<file path="src/rtl/pipe_buf_if.sv">
`default_nettype none
// ------------------------------------------------------------------
// pipe_buf_if : valid/ready stage-to-stage bundle for pipe_buf
// Revision    : 1.0
// ------------------------------------------------------------------
interface pipe_buf_if #(
  parameter int DATA_W = 32,
  parameter int DEPTH  = 2,
  parameter int CNT_W  = $clog2(DEPTH + 1)
);
  logic              in_valid_i;
  logic              in_ready_o;
  logic [DATA_W-1:0] in_data_i;
  logic              out_valid_o;
  logic              out_ready_i;
  logic [DATA_W-1:0] out_data_o;
  logic              flush_i;
  logic [CNT_W-1:0]  count_o;

  // slave is the buffer itself; master is whatever surrounds it
  modport slave (
    input  in_valid_i, in_data_i, out_ready_i, flush_i,
    output in_ready_o, out_valid_o, out_data_o, count_o
  );

  modport master (
    output in_valid_i, in_data_i, out_ready_i, flush_i,
    input  in_ready_o, out_valid_o, out_data_o, count_o
  );
endinterface
`default_nettype wire

</file>
<file path="src/rtl/pipe_buf.sv">
`default_nettype none
// ------------------------------------------------------------------
// pipe_buf : elastic DEPTH-entry pipeline buffer with synchronous flush
// Revision : 1.0
// ------------------------------------------------------------------
module pipe_buf #(
  parameter int DATA_W = 32,
  parameter int DEPTH  = 2,
  parameter int CNT_W  = $clog2(DEPTH + 1)
) (
  input  logic      clk,
  input  logic      rst,
  pipe_buf_if.slave bus
);
  localparam int              PTR_W    = (DEPTH > 1) ? $clog2(DEPTH) : 1;
  localparam logic [PTR_W-1:0] LAST_PTR = PTR_W'(DEPTH - 1);
  localparam logic [CNT_W-1:0] FULL_CNT = CNT_W'(DEPTH);

  logic [DATA_W-1:0] mem_q [DEPTH];
  logic [DATA_W-1:0] mem_d [DEPTH];
  logic [PTR_W-1:0]  wptr_q, wptr_d;
  logic [PTR_W-1:0]  rptr_q, rptr_d;
  logic [CNT_W-1:0]  cnt_q, cnt_d;
  logic              in_ready;
  logic              out_valid;
  logic              push;
  logic              pop;

  // Explicit wrap keeps non-power-of-two depths exact
  function automatic logic [PTR_W-1:0] ptr_next(input logic [PTR_W-1:0] p);
    return (p == LAST_PTR) ? '0 : p + PTR_W'(1);
  endfunction

  assign in_ready  = (cnt_q != FULL_CNT);
  assign out_valid = (cnt_q != '0);
  assign push      = bus.in_valid_i & in_ready;
  assign pop       = out_valid & bus.out_ready_i;

  assign bus.in_ready_o  = in_ready;
  assign bus.out_valid_o = out_valid;
  assign bus.out_data_o  = mem_q[rptr_q];
  assign bus.count_o     = cnt_q;

  always_comb begin
    mem_d  = mem_q;
    wptr_d = wptr_q;
    rptr_d = rptr_q;
    cnt_d  = cnt_q;
    if (bus.flush_i) begin
      wptr_d = '0;
      rptr_d = '0;
      cnt_d  = '0;
    end else begin
      if (push) begin
        mem_d[wptr_q] = bus.in_data_i;
        wptr_d        = ptr_next(wptr_q);
      end
      if (pop) begin
        rptr_d = ptr_next(rptr_q);
      end
      if (push && !pop) begin
        cnt_d = cnt_q + CNT_W'(1);
      end else if (pop && !push) begin
        cnt_d = cnt_q - CNT_W'(1);
      end
    end
  end

  always_ff @(posedge clk or posedge rst) begin
    if (rst) begin
      wptr_q <= '0;
      rptr_q <= '0;
      cnt_q  <= '0;
      for (int i = 0; i < DEPTH; i++) begin
        mem_q[i] <= '0;
      end
    end else begin
      wptr_q <= wptr_d;
      rptr_q <= rptr_d;
      cnt_q  <= cnt_d;
      mem_q  <= mem_d;
    end
  end
endmodule
`default_nettype wire

</file>
<file path="src/flat_wrapper.sv">
// flat-port wrapper written by rule: the top's interface ports become plain ports
module pipe_buf_flat 
#(
  parameter int DATA_W = 32,
  parameter int DEPTH  = 2,
  parameter int CNT_W  = $clog2(DEPTH + 1)
)
  (clk, rst, bus_in_valid_i, bus_in_data_i, bus_out_ready_i, bus_flush_i, bus_in_ready_o, bus_out_valid_o, bus_out_data_o, bus_count_o);
  pipe_buf_if #(.DATA_W(DATA_W), .DEPTH(DEPTH), .CNT_W(CNT_W)) bus_i ();
  input  logic clk;
  input  logic rst;
  input wire logic [$bits(bus_i.in_valid_i)-1:0] bus_in_valid_i;
  input wire logic [$bits(bus_i.in_data_i)-1:0] bus_in_data_i;
  input wire logic [$bits(bus_i.out_ready_i)-1:0] bus_out_ready_i;
  input wire logic [$bits(bus_i.flush_i)-1:0] bus_flush_i;
  output wire logic [$bits(bus_i.in_ready_o)-1:0] bus_in_ready_o;
  output wire logic [$bits(bus_i.out_valid_o)-1:0] bus_out_valid_o;
  output wire logic [$bits(bus_i.out_data_o)-1:0] bus_out_data_o;
  output wire logic [$bits(bus_i.count_o)-1:0] bus_count_o;
  assign bus_i.in_valid_i = bus_in_valid_i;
  assign bus_i.in_data_i = bus_in_data_i;
  assign bus_i.out_ready_i = bus_out_ready_i;
  assign bus_i.flush_i = bus_flush_i;
  assign bus_in_ready_o = bus_i.in_ready_o;
  assign bus_out_valid_o = bus_i.out_valid_o;
  assign bus_out_data_o = bus_i.out_data_o;
  assign bus_count_o = bus_i.count_o;
  pipe_buf #(.DATA_W(DATA_W), .DEPTH(DEPTH), .CNT_W(CNT_W)) u_core (.clk(clk), .rst(rst), .bus(bus_i));
endmodule
</file>
<file path="config.mk">
export PLATFORM = sky130hd
export DESIGN_NAME = pipe_buf_flat
export DESIGN_NICKNAME = d
export VERILOG_FILES = /design/src/rtl/pipe_buf_if.sv /design/src/rtl/pipe_buf.sv /design/src/flat_wrapper.sv
export SDC_FILE = /design/constraint.sdc
export NUM_CORES = 1
export LEC_CHECK = 0
export ABC_AREA = 1
export CORE_UTILIZATION = 52
export CTS_BUF_LIST = sky130_fd_sc_hd__clkbuf_8
export CTS_CLUSTER_SIZE = 25
export DETAILED_ROUTE_END_ITERATION = 6
export PLACE_DENSITY = 0.92
export SLEW_MARGIN = 25
export SYNTH_ARGS = -nofsm -noshare
export SYNTH_HDL_FRONTEND = slang
export SYNTH_SLANG_ARGS = --single-unit
</file>
<file path="constraint.sdc">
create_clock -name clk -period 2.5 [get_ports clk]
set_input_delay 0.5 -clock clk [delete_from_list [all_inputs] [get_ports clk]]
set_output_delay 0.5 -clock clk [all_outputs]
set_load 0.01 [all_outputs]
</file>
==> results of run 1 <==
==> flip-flops by register name, summed over array words and instances (netlist names) <==
signal / cells
u_core.bus.count_o: 2
u_core.mem_q: 64
u_core.rptr_q: 1
u_core.wptr_q: 1
==> path summary, 6_finish.rpt <==
path / start / end / depth (start not counted)
min: u_core.mem_q[2] / u_core.mem_q[2] / 2
max: u_core.rptr_q / bus_out_data_o[19] / 5
min reg2reg: u_core.mem_q[2] / u_core.mem_q[2] / 2
max in group asynchronous: rst / u_core.mem_q[29] / 3
max reg2reg: u_core.bus.count_o[0] / u_core.mem_q[61] / 6
min in group asynchronous: rst / u_core.mem_q[43] / 2
==> per-layer routing <==
metal,vias to the layer above,track usage (%)
met4,0,9.64
met5,-,0
met1,1235,27.0
li1,1311,-
met3,9,4.09
met2,59,39.9
==> power groups by stage <==
| stage | Sequential (mW) | Combinational (mW) | Clock [mW] |
|---|---|---|---|
| after floorplan | 1.68 | 0.858 | 0 |
| after global placement | 1.71 | 1.37 | 0 |
| after detailed placement | 1.74 | 1.42 | 0 |
| after CTS | 1.73 | 1.43 | 1.12 |
| after global routing | 1.78 | 1.58 | 1.17 |
| final | 1.73 | 1.41 | 1.10 |
==> logic make-up after synthesis <==
logic type | synth area share, %
flops | 53.2
simple gates | 22.3
compound gates | 14.7
buf+inv | 9.89
==> synthesized netlist by cell type <==
master | number | area, sq um
clkinv_1 | 1 | 3.75
dfrtp_1 | 68 | 1700
nand2_2 | 1 | 6.26
inv_1 | 38 | 143
o21ai_2 | 30 | 263
nand4_1 | 2 | 12.5
a21oi_4 | 1 | 16.3
buf_6 | 12 | 135
o21ai_1 | 34 | 170
o21ai_0 | 2 | 10.0
nor2_1 | 5 | 18.8
nand3_4 | 1 | 17.5
clkbuf_1 | 7 | 26.3
a21oi_1 | 2 | 10.0
nand2_1 | 174 | 653
nand3_1 | 1 | 5.00
inv_2 | 1 | 3.75
clkbuf_2 | 1 | 5.00
==> worst max-delay path: stages, from the launching register on <==
cell             delay (ns)
dfrtp_1                0.41
clkinv_1               0.07
buf_4                  0.23
nand2_1                0.07
nand2_1                0.08
clkdlybuf4s50_1        0.54
==> final cells by class <==
cell class                      count  share of cell area, %
Clock inverter                      5                   2.37
Tap cell                           75                   2.25
Inverter                           40                   3.60
Sequential cell                    68                   40.8
Clock buffer                       11                   3.63
Multi-Input combinational cell    253                   28.3
Timing Repair Buffer               80                   19.0
==> stage by stage <==
step	instance area, sq um	utilization, %	power [mW]
final	4170	70.5	4.25
after global routing	4170	70.5	4.53
after CTS	4170	70.5	4.28
after detailed placement	3920	66.2	3.17
after global placement	3920	66.2	3.09
after floorplan	3200	-	2.54
==> key figures, run 1 <==
Power and ir drop
  • Switch Pwr: 1.32 mW
  • P_int: 2.93 mW
  • Seq pwr share: 40.8%
  • Clock network power share: 25.9%
  • Worst ir drop on vdd: 0.502 mV
  • Switching Fraction: a little under a third
  • Cell Pwr Density: 1020 nW/um^2
  • Combinational share of power: between 30% and 40%
  • Lkg Pwr: 2.13 nW

Global route
  • Vias in the first global route: 2523
  • GRT overflow: 0
  • First-pass GRT wire length: 11100 um
  • Largest net degree at the start of global routing: 66
  • Antenna violations before repair: 0
  • Global-route usage over all layers: 22.7%

Placed design
  • Placer Congestion: around 0.82
  • Dpl ws: 0.406 ns
  • PortBufs: 72
  • DPL Wire Length: ~4400 um
  • Placed Cells: 516

STA
  • Final hold slack: 0.481 ns
  • Setup Skew: between 0.005 and 0.006 ns
  • Setup tns final: 0 ns
  • Slew headroom: 48.7%
  • Post-route setup slack: 0.267 ns
  • Worst-margin pin slew: 0.770 ns
  • Minimum clock period: roughly 2.2 ns
  • Period utilization: 89.3%
  • Final setup vio count: 0
  • Slew Viols, Final: 0
  • Final number of hold-violating endpoints: 0
  • Fmax: ~0.45 GHz
  • RSZ-0062 raised after global routing: false

Route
  • DR vias/cell: just under 5
  • Top sig layer: met4
  • Via count: between 2000 and 3000
  • DRT Pass-1 Iters: 4
  • DR WL met3: 245 um
  • Initial DRC count: about 280
  • WL final: 6570 um
  • Routed length on met2: 3380 um
  • Post-route DRC: 0
  • Post-DRT Antenna Nets: 0
  • Routed length per instance: approximately 12 um
  • Met1 wire length: around 2900 um

Cells and area
  • Layout cells sized above 1: 12.7%
  • FF+latch area: 1700 sq um
  • Area growth from synthesis to layout: 30.3%
  • Layout fillers: 485
  • Multi-input gate area: 1180 sq um
  • Most frequent cells in the layout: nand2_1, clkdlybuf4s50_1, dfrtp_1
  • Diodes inserted: 0
  • Layout Nets: 489
  • Commonest non-fill, non-tap cell in the layout: nand2_1
  • Final cell count without fillers: roughly 530

Yosys
  • Syn Nets: approximately 420
  • Synth Instances: 381
  • Syn Std Cell Area: 3200 sq um
  • Register area share after synthesis: 53.2%
  • Cell variety after synth: 18
  • Yosys reg bits: 68
  • YS warnings: 0
  • Post-synthesis average cell area: 8.40 sq um

Floorplan
  • Ports: between 70 and 80
  • Die Ht: 80.5 um
  • # rows: 28
  • Core ar.: 5920 sq um
  • Die Width: 80.5 um
  • Initial Utilization: 54.1%
  • Die ar.: 6470 sq um

Clocking
  • CTS Hold Bufs: 0
  • CTS max path bufs: 2
  • H-tree Lvls: 3
  • Sink Count: about 70
  • Clk pin slew, worst setup/hold paths: around 0.070 ns
  • Cts repair resizes: 0
  • CTS Root Cell: clkbuf_8
  • Total setup buffers inserted after CTS: 0
  • CTS tree: yes
  • Skew-Pair Late Insertion Delay: 0.34 ns
  • TritonCTS buffer count: 9

Critical path
  • Crit path kind: reg2out
  • Startpoint class of the critical path: register
  • CP arrival: 1.73 ns
  • Worst Path Max Fanout: 17
  • Critical path data required time: 2.00 ns
  • Worst setup EP type: output port
  • Internal reg-to-reg setup slack: approximately 0.80 ns

Job
  • Max cap viols: 0

Hold path
  • Hold Path Class: reg2reg

Status
  • Run status: complete, no violations
No activity file was read; power rests on OpenSTA's default activity.
==> run 2: changes to the inputs <==
--- a/config.mk
+++ b/config.mk
@@ -10,6 +10,7 @@
 export CTS_BUF_LIST = sky130_fd_sc_hd__clkbuf_8
 export CTS_CLUSTER_SIZE = 25
 export DETAILED_ROUTE_END_ITERATION = 6
+export GPL_ROUTABILITY_DRIVEN = 0
 export PLACE_DENSITY = 0.92
 export SLEW_MARGIN = 25
 export SYNTH_ARGS = -nofsm -noshare
==> constraint.sdc (replaced) <==
create_clock -name clk -period 2.5 [get_ports clk]
set_input_delay 0.5 -clock clk [delete_from_list [all_inputs] [get_ports clk]]
set_output_delay 0.5 -clock clk [all_outputs]
set_load 0.1 [all_outputs]
==> key figures, run 2 (synthesized netlist as in run 1, its figures left out) <==
STA
  • Final hold slack: 0.483 ns
  • Worst-margin pin slew: 0.493 ns
  • RSZ-0062 raised after global routing: false
  • Fmax: 0.471 GHz
  • Setup Skew: roughly 0.005 ns
  • Final setup vio count: 0
  • Setup tns final: 0 ns
  • Minimum clock period: 2.12 ns
  • Slew headroom: 67.1%
  • Slew Viols, Final: 0
  • Period utilization: 85.0%
  • Post-route setup slack: 0.376 ns
  • Final number of hold-violating endpoints: 0

Clocking
  • Cts repair resizes: 0
  • Clk pin slew, worst setup/hold paths: approximately 0.070 ns
  • CTS Root Cell: clkbuf_8
  • Total setup buffers inserted after CTS: 0
  • CTS max path bufs: 2
  • TritonCTS buffer count: 9
  • CTS Hold Bufs: 0
  • H-tree Lvls: 3
  • CTS tree: yes
  • Sink Count: 68
  • Skew-Pair Late Insertion Delay: 0.33 ns

Cells and area
  • Area growth from synthesis to layout: 38.0%
  • Layout Nets: roughly 500
  • Reg with most FFs: u_core.mem_q
  • Layout cells sized above 1: a little over a fifth
  • Commonest non-fill, non-tap cell in the layout: nand2_1
  • Max FFs per register: 64
  • Diodes inserted: 0
  • Most frequent cells in the layout: nand2_1, dfrtp_1, inv_1

Hold path
  • HP Start: u_core.mem_q[10]
  • Hold Path Cell Cnt: 2
  • Hold Path Class: reg2reg
  • Hold endpoint: u_core.mem_q[10]

Placed design
  • PortBufs: 72
  • Dpl ws: 0.530 ns
  • DPL Wire Length: 4590 um

Critical path
  • Critical path data required time: 2.00 ns
  • Worst r2r dst: u_core.mem_q[47]
  • FF-to-FF path depth: 6
  • Crit path kind: reg2out
  • Worst setup EP type: output port
  • Startpoint class of the critical path: register
  • Reg2reg start: u_core.bus.count_o[0]
  • Worst Path Max Fanout: 18
  • CP arrival: 1.62 ns
  • Internal reg-to-reg setup slack: 0.99 ns

Route
  • Routed length per instance: roughly 13 um
  • DR vias/cell: 5.04
  • Via count: about 2700
  • DRT Pass-1 Iters: 5
  • Post-route DRC: 0
  • Post-DRT Antenna Nets: 0
  • WL final: 6740 um
  • Initial DRC count: 226

Global route
  • Global-route usage over all layers: between 20% and 30%
  • First-pass GRT wire length: 11400 um
  • Largest net degree at the start of global routing: 69
  • GRT overflow: 0
  • Vias in the first global route: 2520
  • Antenna violations before repair: 0

Floorplan
  • # rows: 28
  • Die Width: 80.5 um
  • Initial Utilization: 54.1%
  • Core ar.: 5920 sq um
  • Die Ht: 80.5 um
  • Ports: between 70 and 80
  • Die ar.: ~6500 sq um

Status
  • Run status: complete, no violations

Power and ir drop
  • Worst ir drop on vdd: approximately 0.87 mV
  • Cell Pwr Density: 1330 nW/um^2
  • Lkg Pwr: 2.27 nW

Job
  • Max cap viols: 0
run 2: critical path, stage by stage, from the launching register on:
cell and delay [ns]:
dfrtp_1 0.38, buf_4 0.20, clkinv_1 0.07, buf_4 0.22, nand2_1 0.09, nand2_1 0.14
buf_12 0.19
run 2: layout make-up:
class | count | area (sq um)
inverter | 40 | 150
multi-input combinational | 253 | 1180
tap | 75 | 93.8
fill | 392 | 1500
clock inverter | 2 | 10.0
sequential | 68 | 1700
timing repair buffer | 81 | 1110
clock buffer | 12 | 165
run 2: worst max-delay path by stage:
stage / from / end / slack [ns] / cells past startpoint
after detailed placement: bus_in_valid_i / u_core.mem_q[47] / 0.53 / 7
after global routing: u_core.rptr_q / bus_out_data_o[0] / 0.29 / 6
after global placement: bus_in_valid_i / u_core.mem_q[44] / 0.60 / 7
after floorplan: u_core.bus.count_o[1] / bus_out_valid_o / 0.19 / 2
final: u_core.rptr_q / bus_out_data_o[15] / 0.38 / 6
after CTS: u_core.rptr_q / bus_out_data_o[0] / 0.37 / 6
run 2: metrics by stage:
stage | total power [mW] | utilization [%] | instance area [sq um] | std cells
detailed placement | 5.10 | 71.6 | 4240 | 517
CTS | 5.91 | 74.6 | 4420 | 531
finish | 5.89 | 74.6 | 4420 | 531
global placement | 5.02 | 71.6 | 4240 | 517
global route | 6.16 | 74.6 | 4420 | 531
floorplan | 4.02 | - | 3200 | 381
run 2: where the power goes:
group / switching (mW) / internal, mW / total, mW
combinational: 2.23 / 1.12 / 3.35
clock: 0.372 / 0.427 / 0.799
sequential: 0.238 / 1.50 / 1.74
run 2: metal layers:
| layer | GRT usage [%] | routed length (um) | up-vias |
|---|---|---|---|
| li1 | - | - | 1315 |
| met1 | 29.7 | 2950 | 1264 |
| met2 | 39.5 | 3410 | 84 |
| met3 | 2.95 | 240 | 13 |
| met4 | 11.3 | 143 | 0 |
| met5 | 0 | 0 | - |
==> run 3: changes to the inputs <==
==> constraint.sdc (replaced) <==
create_clock -name clk -period 2.2 [get_ports clk]
set_input_delay 0.44 -clock clk [delete_from_list [all_inputs] [get_ports clk]]
set_output_delay 0.44 -clock clk [all_outputs]
set_load 0.1 [all_outputs]
==> key figures, run 3 (synthesized netlist as in run 1, its figures left out) <==
Clocking
  • CTS max path bufs: 2
  • Total setup buffers inserted after CTS: 0
  • Cts repair resizes: 0
  • CTS Hold Bufs: 0
  • Skew-Pair Late Insertion Delay: 0.35 ns
  • CTS Root Cell: clkbuf_8
  • Clk pin slew, worst setup/hold paths: 0.07 ns
  • H-tree Lvls: 3
  • Sink Count: 68
  • CTS tree: yes
  • TritonCTS buffer count: 9

STA
  • Setup Skew: about 0.0065 ns
  • Slew headroom: roughly three quarters
  • Period utilization: 92.7%
  • RSZ-0062 raised after global routing: false
  • Slew Viols, Final: 0
  • Final setup vio count: 0
  • Minimum clock period: 2.04 ns
  • Worst-margin pin slew: 0.400 ns
  • Fmax: just under 0.5 GHz
  • Final number of hold-violating endpoints: 0

Job
  • Max cap viols: 0

Floorplan
  • Die Ht: 80.5 um
  • Core ar.: 5920 sq um
  • Ports: 73
  • # rows: 28
  • Die Width: slightly above 80 um
  • Initial Utilization: roughly 54%
  • Die ar.: 6470 sq um

Hold path
  • Hold Path Class: reg2reg
  • Hold endpoint: u_core.mem_q[14]
  • Hold Path Cell Cnt: 2
  • HP Start: u_core.mem_q[14]

Cells and area
  • Layout Nets: 487
  • Final core occ: around three quarters
  • Diodes inserted: 0
  • Layout cells sized above 1: 20.7%
  • Layout fillers: 393
  • Commonest non-fill, non-tap cell in the layout: nand2_1
  • Area growth from synthesis to layout: 40.8%
  • Max FFs per register: 64
  • Most frequent cells in the layout: nand2_1, dfrtp_1, inv_1
  • Reg with most FFs: u_core.mem_q

Global route
  • First-pass GRT wire length: 11700 um
  • Vias in the first global route: 2622
  • Antenna violations before repair: 0
  • GRT overflow: 0
  • Largest net degree at the start of global routing: 69
  • Global-route usage over all layers: about 24%

Critical path
  • Worst Path Max Fanout: 27
  • Worst r2r dst: u_core.mem_q[41]
  • CP arrival: 1.60 ns
  • Crit path kind: reg2out
  • Internal reg-to-reg setup slack: 0.76 ns
  • FF-to-FF path depth: 6
  • Worst setup EP type: output port
  • Critical path data required time: 1.76 ns
  • Startpoint class of the critical path: register
  • Reg2reg start: u_core.bus.count_o[0]

Route
  • Routed length per instance: 13.2 um
  • Initial DRC count: 226
  • Post-route DRC: 0
  • WL final: 7020 um
  • Via count: 2682
  • Post-DRT Antenna Nets: 0
  • DRT Pass-1 Iters: 4
  • DR vias/cell: 5.06

Power and ir drop
  • Worst ir drop on vdd: 1.04 mV
  • Lkg Pwr: 2.30 nW
  • Pwr Total: 7.08 mW
  • Cell Pwr Density: 1570 nW/um^2

Placed design
  • PortBufs: 72
  • DPL Wire Length: 4430 um

Status
  • Run status: complete, no violations
-- run 3: worst max-delay path, cell delays in order (launching register included) --
cell	delay, ns
dfrtp_1	0.36
clkinv_1	0.26
buf_12	0.27
nand2_1	0.07
nand2_1	0.10
buf_12	0.19
-- run 3: worst max path at each step --
stage / from / end / slack [ns] / depth (start not counted)
after floorplan: u_core.bus.count_o[1] / u_core.bus.count_o[0] / -0.10 / 7
after global placement: bus_in_valid_i / u_core.mem_q[47] / 0.40 / 7
after detailed placement: bus_in_valid_i / u_core.mem_q[43] / 0.30 / 7
after CTS: u_core.rptr_q / bus_out_data_o[22] / 0.16 / 5
after global routing: u_core.rptr_q / bus_out_data_o[9] / 0.07 / 5
final: u_core.rptr_q / bus_out_data_o[11] / 0.16 / 5
-- run 3: where the power goes --
part,switching (mW),leakage [nW],internal (mW)
Sequential,0.262,0.852,1.70
Combinational,2.56,1.33,1.29
Clock,0.478,0.122,0.783
-- run 3: area by class of cell --
type                    instances  area, sq um  area share (%)
flip-flops and latches         68         1700            37.8
multi-input cells             253         1180            26.3
repair buffers                 78         1130            25.0
inverters                      40          150            3.33
clock buffers                  10          138            3.05
clock inverters                 6          111            2.47
well taps                      75         93.8            2.08
-- run 3: layer usage --
layer  up-vias  routed length, um  GRT usage [%]  part of all wire, %
met4         0                235           14.3                  3.3
met3        21                340           3.98                  4.8
li1       1312                  -              -                    -
met1      1252               2870           29.3                   41
met5         -                  0              0                    0
met2        97               3580           40.8                   51
-- run 3: through the flow --
stage	cells	cell area, sq um	hold WS (ns)	setup WS, ns	TNS [ns]
2_1_floorplan	381	3200	0.455	-0.102	-0.202
3_3_place_gp	514	4260	0.464	0.398	0
3_5_place_dp	514	4260	0.468	0.302	0
4_1_cts	530	4510	0.486	0.164	0
5_1_grt	530	4510	0.513	0.0749	0
6_report	530	4510	0.484	0.161	0
